## src/rtl/deserializer.sv

```systemverilog
`default_nettype none
// ============================================================================
// Module      : deserializer
// Description : Receive side of the serial link. Reassembles MSB-first
//               frames from the serial_in/enable/start stream into
//               DATA_WIDTH-bit words. Completed words are held in a
//               one-entry output register with a valid/ready handshake, so
//               the next frame can assemble while the consumer stalls.
//               Truncated frames, stray bits and output overflow are
//               reported as one-cycle error pulses.
//
// Ports       : clk           - clock, all logic on the rising edge
//               rst_n         - synchronous active-low reset
//               serial_in     - serial data bit, valid when enable=1
//               enable        - serial_in carries a bit this cycle
//               start         - marks the MSB of a frame (with enable=1)
//               parallel_out  - received word, stable while out_valid=1
//               out_valid     - parallel_out holds an unconsumed word
//               out_ready     - consumer accepts on out_valid && out_ready
//               busy          - a frame is partially assembled
//               err_truncated - pulse: partial frame aborted by a new start
//               err_stray     - pulse: bit without start while idle
//               err_overflow  - pulse: completed word dropped, output full
//
// Revision    : 1.0 - initial release
// ============================================================================
module deserializer #(
    parameter int DATA_WIDTH    = 8,
    parameter int COUNTER_WIDTH = $clog2(DATA_WIDTH) + 1
) (
    input  logic                  clk,
    input  logic                  rst_n,
    input  logic                  serial_in,
    input  logic                  enable,
    input  logic                  start,
    output logic [DATA_WIDTH-1:0] parallel_out,
    output logic                  out_valid,
    input  logic                  out_ready,
    output logic                  busy,
    output logic                  err_truncated,
    output logic                  err_stray,
    output logic                  err_overflow
);

    typedef enum logic [0:0] {
        ST_IDLE = 1'b0,
        ST_RECV = 1'b1
    } state_t;

    localparam logic [COUNTER_WIDTH-1:0] c_last_idx = COUNTER_WIDTH'(DATA_WIDTH - 1);
    localparam logic [COUNTER_WIDTH-1:0] c_one      = COUNTER_WIDTH'(1);

    state_t                   r_state;
    state_t                   w_state_nxt;
    logic [DATA_WIDTH-1:0]    r_shift;
    logic [DATA_WIDTH-1:0]    w_shift_nxt;
    logic [COUNTER_WIDTH-1:0] r_count;
    logic [COUNTER_WIDTH-1:0] w_count_nxt;

    logic [DATA_WIDTH-1:0]    r_parallel;
    logic                     r_valid;
    logic                     r_err_trunc;
    logic                     r_err_stray;
    logic                     r_err_ovf;

    logic [DATA_WIDTH-1:0]    w_word;
    logic                     w_complete;
    logic                     w_trunc;
    logic                     w_stray;
    logic                     w_accept;
    logic                     w_load;
    logic                     w_ovf;

    // Word as it stands once the current bit is shifted in.
    assign w_word = {r_shift[DATA_WIDTH-2:0], serial_in};

    // ------------------------------------------------------------------------
    // Frame assembly: next-state logic
    // ------------------------------------------------------------------------
    always_comb begin
        w_state_nxt = r_state;
        w_shift_nxt = r_shift;
        w_count_nxt = r_count;
        w_complete  = 1'b0;
        w_trunc     = 1'b0;
        w_stray     = 1'b0;

        // Cycles with enable=0 are gaps: everything holds.
        if (enable) begin
            case (r_state)
                ST_IDLE: begin
                    if (start) begin
                        w_shift_nxt = w_word;
                        w_count_nxt = c_one;
                        w_state_nxt = ST_RECV;
                    end else begin
                        w_stray = 1'b1;
                    end
                end
                ST_RECV: begin
                    w_shift_nxt = w_word;
                    if (start) begin
                        // A new MSB restarts the frame; the partial word is lost.
                        w_trunc     = 1'b1;
                        w_count_nxt = c_one;
                    end else if (r_count == c_last_idx) begin
                        w_complete  = 1'b1;
                        w_count_nxt = '0;
                        w_state_nxt = ST_IDLE;
                    end else begin
                        w_count_nxt = r_count + c_one;
                    end
                end
                default: begin
                    w_state_nxt = ST_IDLE;
                    w_count_nxt = '0;
                end
            endcase
        end
    end

    // ------------------------------------------------------------------------
    // Output register control. A completing word may replace a word that is
    // being accepted on the same edge, which keeps back-to-back frames free
    // of bubbles.
    // ------------------------------------------------------------------------
    assign w_accept = r_valid && out_ready;
    assign w_load   = w_complete && (!r_valid || out_ready);
    assign w_ovf    = w_complete && r_valid && !out_ready;

    always_ff @(posedge clk) begin
        if (!rst_n) begin
            r_state     <= ST_IDLE;
            r_shift     <= '0;
            r_count     <= '0;
            r_parallel  <= '0;
            r_valid     <= 1'b0;
            r_err_trunc <= 1'b0;
            r_err_stray <= 1'b0;
            r_err_ovf   <= 1'b0;
        end else begin
            r_state     <= w_state_nxt;
            r_shift     <= w_shift_nxt;
            r_count     <= w_count_nxt;
            r_err_trunc <= w_trunc;
            r_err_stray <= w_stray;
            r_err_ovf   <= w_ovf;

            if (w_load) begin
                r_parallel <= w_word;
                r_valid    <= 1'b1;
            end else if (w_accept) begin
                r_valid    <= 1'b0;
            end
        end
    end

    assign parallel_out  = r_parallel;
    assign out_valid     = r_valid;
    assign busy          = (r_state == ST_RECV);
    assign err_truncated = r_err_trunc;
    assign err_stray     = r_err_stray;
    assign err_overflow  = r_err_ovf;

endmodule
`default_nettype wire

```

## config.mk

```make
export PLATFORM = sky130hd
export DESIGN_NAME = deserializer
export DESIGN_NICKNAME = d
export VERILOG_FILES = /design/src/rtl/deserializer.sv
export SDC_FILE = /design/constraint.sdc
export NUM_CORES = 1
export LEC_CHECK = 0
export BUFFER_PORTS_ARGS = -buffer_cell sky130_fd_sc_hd__buf_2
export CAP_MARGIN = 25
export CORE_MARGIN = 5
export CORE_UTILIZATION = 29
export CTS_CLUSTER_SIZE = 25
export DETAILED_ROUTE_END_ITERATION = 8
export PLACE_DENSITY = 0.44
export SLEW_MARGIN = 10
export SYNTH_ARGS = -nofsm -noshare
export SYNTH_HDL_FRONTEND = slang
export SYNTH_SLANG_ARGS = --single-unit
```

## constraint.sdc

```tcl
create_clock -name clk -period 3.3 [get_ports clk]
set_clock_uncertainty 0.2 [all_clocks]
set_input_delay 0.495 -clock clk [delete_from_list [all_inputs] [get_ports clk]]
set_output_delay 0.495 -clock clk [all_outputs]
set_load 0.05 [all_outputs]
```

==> results.yml, run 1 <==
outcome:
  status: "completed"
critical_path:
  crit_family: "flip-flops"
  worstPathArrival_ns: 1.17
  cp_slowest_cell: "dfxtp_1"
  path_max_fanout: 10
  crit_path_start_kind: "register"
  required_ns: 2.60
  end_kind: "output port"
  slowest_delay_ns: 0.54
  crit_path_cell_trace: "buf_2"
  critPathKind: "reg2out"
  cp_num_buf_inv: 1
placement:
  dp.cells: 169
  hpwl_mm: 1.41
  numPortBuffers: 18
  globalplace.congestion: 0.762
power_and_ir_drop:
  power.leakage_uw: 0.000433
  total_power_uw: 451
  power_density_nw_per_um2: 405
  vdd_drop_max_uv: 87.6
sta:
  slew_viol_final: 0
  whs_ns: 0.241
  rsz0062_at_grt: "no"
  hold_violations: 0
  tightest_slew_ns: 0.610
  slew_headroom_pct: 59.1
  period_minus_slack_ns: 1.87
  clock.fmax_mhz: 536
  fin_crit_sh_pct: 56.5
  tns_ns: 0
  finalSetupViolCount: 0
global_route:
  antenna_found_initial: 0
  grt_first_pass_wirelength_mm: 3.17
  grt_pass1_vias: 698
  grt_use_total_pct: 9.15
  overflow: 0
  grt_max_degree: 21
routing:
  drtIter0Drc: 18
  wl_per_cell_um: 10.9
  via_per_inst: 4.45
  wl_mm: 1.87
  drc: 0
  dr.pass1.iters: 4
  vias: 765
  ant_nets: 0
clock_network:
  h-tree-depth: 1
  postCtsSetupBuffers: 0
  cts_resized: 0
  cts_root_buf: "clkbuf_4"
  cts_inserted_buffers: 3
  ctsHoldBuffers: 0
  cts.clk_slew.worst_paths_ns: 0.12
  clk_latency_ns: 0.30
  cts.sinks: 24
  tritoncts: "built"
  clk_path_buf_depth: 2
yosys:
  ys_seq_elements: 24
  syn-instance-count: 111
  syn_nets: 118
  yosysWarnings: 0
  synth_cell_types: 28
  yosysSeqAreaShare_pct: 49.0
  syn_area_um2: 980
  syn_avg_cell_area_um2: 8.83
die:
  die_x_um: 68.1
  io_pins: 19
  die_y_um: 68.1
  initial_utilization_pct: 29.6
  rows: 21
  die-area_um2: 4640
  coreArea_um2: 3310
final_layout:
  stdcell_count: 172
  synthToLayoutAreaGrowth_pct: 13.8
  n_antenna_cell: 0
  final_common_cell: "nand2_1"
  final_cell_mix: "nand2_1, dfxtp_1, buf_2, a21oi_1, mux2i_1"
  nets: 135
  drive_gt1_share_pct: 19.0
flow_run:
  max_cap_viol_count: 0
min_path:
  min_path_type: "in2reg"
[cells by family (layout without fill, tap and decap cells)]
group / after synthesis / after routing / synth area share [%]
AO/OA/AOI/OAI: 18 / 18 / 10.2
adder cells (fa/ha/maj): 1 / 1 / 1.28
buffers and inverters: 8 / 23 / 4.34
flip-flops: 24 / 24 / 49.0
multiplexers: 8 / 8 / 8.17
AND/OR/NAND/NOR: 52 / 52 / 27.0
[area by class of cell]
type                    count  area [um^2]
multi-input cells          79          457
fillers                   372         2200
flip-flops and latches     24          480
well taps                  46         57.6
inverters                   2         7.51
repair buffers             18         90.1
clock buffers               3         22.5
[state kept, by name, summed over array words and instances, names as in the netlist]
register / count
parallel_out: 8
r_shift: 7
r_count: 4
busy: 1
err_overflow: 1
err_stray: 1
err_truncated: 1
out_valid: 1
[per-stage QoR]
| step | util, % | area, um^2 | setup slack, ns |
|---|---|---|---|
| 2_1_floorplan | - | 980 | 1.44 |
| 3_3_place_gp | 33.0 | 1090 | 1.49 |
| 3_5_place_dp | 33.0 | 1090 | 1.45 |
| 4_1_cts | 33.7 | 1110 | 1.42 |
| 5_1_grt | 33.7 | 1110 | 1.31 |
| 6_report | 33.7 | 1110 | 1.43 |
[final timing paths]
check             cells after the start  slack [ns]               to            start
setup / recovery                      1        1.43             busy             busy
hold / removal                        3        0.24  parallel_out[0]        serial_in
setup reg to reg                      4        1.51  parallel_out[1]       r_count[0]
hold reg to reg                       2        0.26  parallel_out[6]  parallel_out[6]
[Yosys cell counts, drive strengths merged]
| cell type | n | area, um^2 |
|---|---|---|
| and3 | 1 | 6.26 |
| mux2i | 8 | 80.1 |
| nand2 | 35 | 131 |
| nand4b | 2 | 32.5 |
| and3b | 1 | 8.76 |
| nor2b | 1 | 6.26 |
| a31oi | 2 | 12.5 |
| nand3 | 3 | 15.0 |
| and4b | 1 | 10.0 |
| o21a | 2 | 15.0 |
| nor3 | 1 | 16.3 |
| o21ai | 3 | 15.0 |
| dfxtp | 24 | 480 |
| or2 | 1 | 6.26 |
| nand3b | 1 | 7.51 |
| a21oi | 10 | 50.1 |
| nor2 | 3 | 11.3 |
| clkbuf | 3 | 11.3 |
| nor4 | 1 | 6.26 |
| a22oi | 1 | 7.51 |
| buf | 3 | 23.8 |
| ha | 1 | 12.5 |
| inv | 2 | 7.51 |
| nand2b | 1 | 6.26 |
[where the power goes]
part           total, uW  internal, uW  switching (uW)
Sequential           298           293            4.61
Combinational       31.3          8.57            22.7
Clock                122          42.5            79.1
Total                451           344             106
[per-layer routing]
metal  vias to the layer above  track usage, %  wire (um)
li1                        405               -          -
met1                       343            11.4        937
met2                        13            14.4        822
met3                         4            1.97         83
met4                         0            5.21         29
met5                         -               0          0
Note: power is estimated with default switching activity, not from simulation.
==> inputs of run 2 (changes only) <==
- clock period: 3.3 -> 1.9 ns (I/O delays scaled with it)
==> results.yml, run 2 (synthesis gave the netlist of run 1 again) <==
final_layout:
  final_cell_mix: "nand2_1, dfxtp_1, buf_2, a21oi_1, mux2i_1"
  final_common_cell: "nand2_1"
  drive_gt1_share_pct: 21.5
  n_antenna_cell: 0
  fin_area_um2: 1150
  synthToLayoutAreaGrowth_pct: 17.5
  nets: 138
  fillers: 367
  largest_register_ffs: 8
sta:
  tightest_slew_ns: 0.399
  rsz0062_at_grt: "no"
  period_minus_slack_ns: 1.69
  clock.fmax_mhz: 593
  slew_headroom_pct: 73.4
  tns_ns: 0
  fin_crit_sh_pct: 88.7
  slew_viol_final: 0
  finalSetupViolCount: 0
  hold_violations: 0
min_path:
  min_path_type: "in2reg"
die:
  die_x_um: 68.1
  rows: 21
  die-area_um2: 4640
  io_pins: 19
  die_y_um: 68.1
  coreArea_um2: 3310
  initial_utilization_pct: 29.6
power_and_ir_drop:
  vdd_drop_max_uv: 190
  p_int_uw: 644
  power.leakage_uw: 0.000455
  p_comb_share_pct: 7.0
  clkPwrFrac_pct: 31.1
  power_density_nw_per_um2: 726
  total_power_uw: 836
  p_seq_share_pct: 61.9
  p_switching_uw: 191
  swShare_pct: 22.9
global_route:
  grt_first_pass_wirelength_mm: 2.93
  grt_use_met2_pct: 13.4
  grt-busiest-layer: "met2"
  grt_use_met1_pct: 10.7
  grt_use_total_pct: 8.38
  grt_max_degree: 20
  antenna_found_initial: 0
  met3_usage_pct: 1.97
  grt_pass1_vias: 640
  overflow: 0
clock_network:
  cts_inserted_buffers: 3
  tritoncts: "built"
  ctsHoldBuffers: 0
  cts.sinks: 24
  postCtsSetupBuffers: 0
  clk_path_buf_depth: 2
  cts.clk_slew.worst_paths_ns: 0.12
  cts_root_buf: "clkbuf_4"
  cts_resized: 0
  h-tree-depth: 1
  clk_latency_ns: 0.30
critical_path:
  cp_num_buf_inv: 1
  path_max_fanout: 10
  crit_family: "flip-flops"
  cp_slowest_cell: "dfxtp_1"
  worstPathArrival_ns: 1.20
  required_ns: 1.41
  slowest_delay_ns: 0.56
  crit_path_cell_trace: "buf_2"
  end_kind: "output port"
  critPathKind: "reg2out"
  crit_path_start_kind: "register"
routing:
  via_per_inst: 4.43
  dr.pass1.iters: 4
  vias: 780
  drc: 0
  drtIter0Drc: 31
  ant_nets: 0
  wl_per_cell_um: 10.5
  wl_mm: 1.85
placement:
  globalplace.congestion: 0.739
  place_area_um2: 1110
  hpwl_mm: 1.35
  numPortBuffers: 18
outcome:
  status: "completed"
flow_run:
  max_cap_viol_count: 0
-- run 2: power by group through the flow --
stage	clock [uW]	combinational [uW]	sequential (uW)
floorplan	0	38.3	534
global placement	0	58.6	529
detailed placement	0	58.5	529
CTS	277	58.7	518
global route	296	63.8	519
finish	260	58.2	518
-- run 2: layout make-up --
cell class	instances	area, um^2	area share (%)
clock buffer	4	36.3	3.15
inverter	2	7.51	0.652
multi-input combinational	79	457	39.7
sequential	24	480	41.7
tap	46	57.6	5.00
timing repair buffer	21	113	9.78
-- run 2: path summary, 6_finish.rpt --
| kind | start | to | slack (ns) | cells past startpoint |
|---|---|---|---|---|
| worst max register to register | r_count[0] | parallel_out[0] | 0.27 | 5 |
| worst max-delay path | busy | busy | 0.21 | 1 |
| worst min-delay path | serial_in | r_shift[0] | 0.03 | 3 |
| worst min register to register | parallel_out[5] | parallel_out[5] | 0.26 | 2 |
-- run 2: routing by layer --
layer  part of all wire, %  vias up  routed length (um)
li1                      -      413                   -
met1                    49      350                 913
met2                    45       15                 827
met3                   4.9        2                  91
met4                  0.70        0                  13
met5                     0        -                   0
-- run 2: metrics by stage --
step	std cells	setup slack [ns]	util [%]	hold WS, ns
after floorplan	111	0.0368	-	0.221
after global placement	172	0.324	33.7	0.240
after detailed placement	172	0.285	33.7	0.244
after CTS	176	0.195	34.8	0.00786
after global routing	176	0.132	34.8	0.00509
final	176	0.215	34.8	0.0265
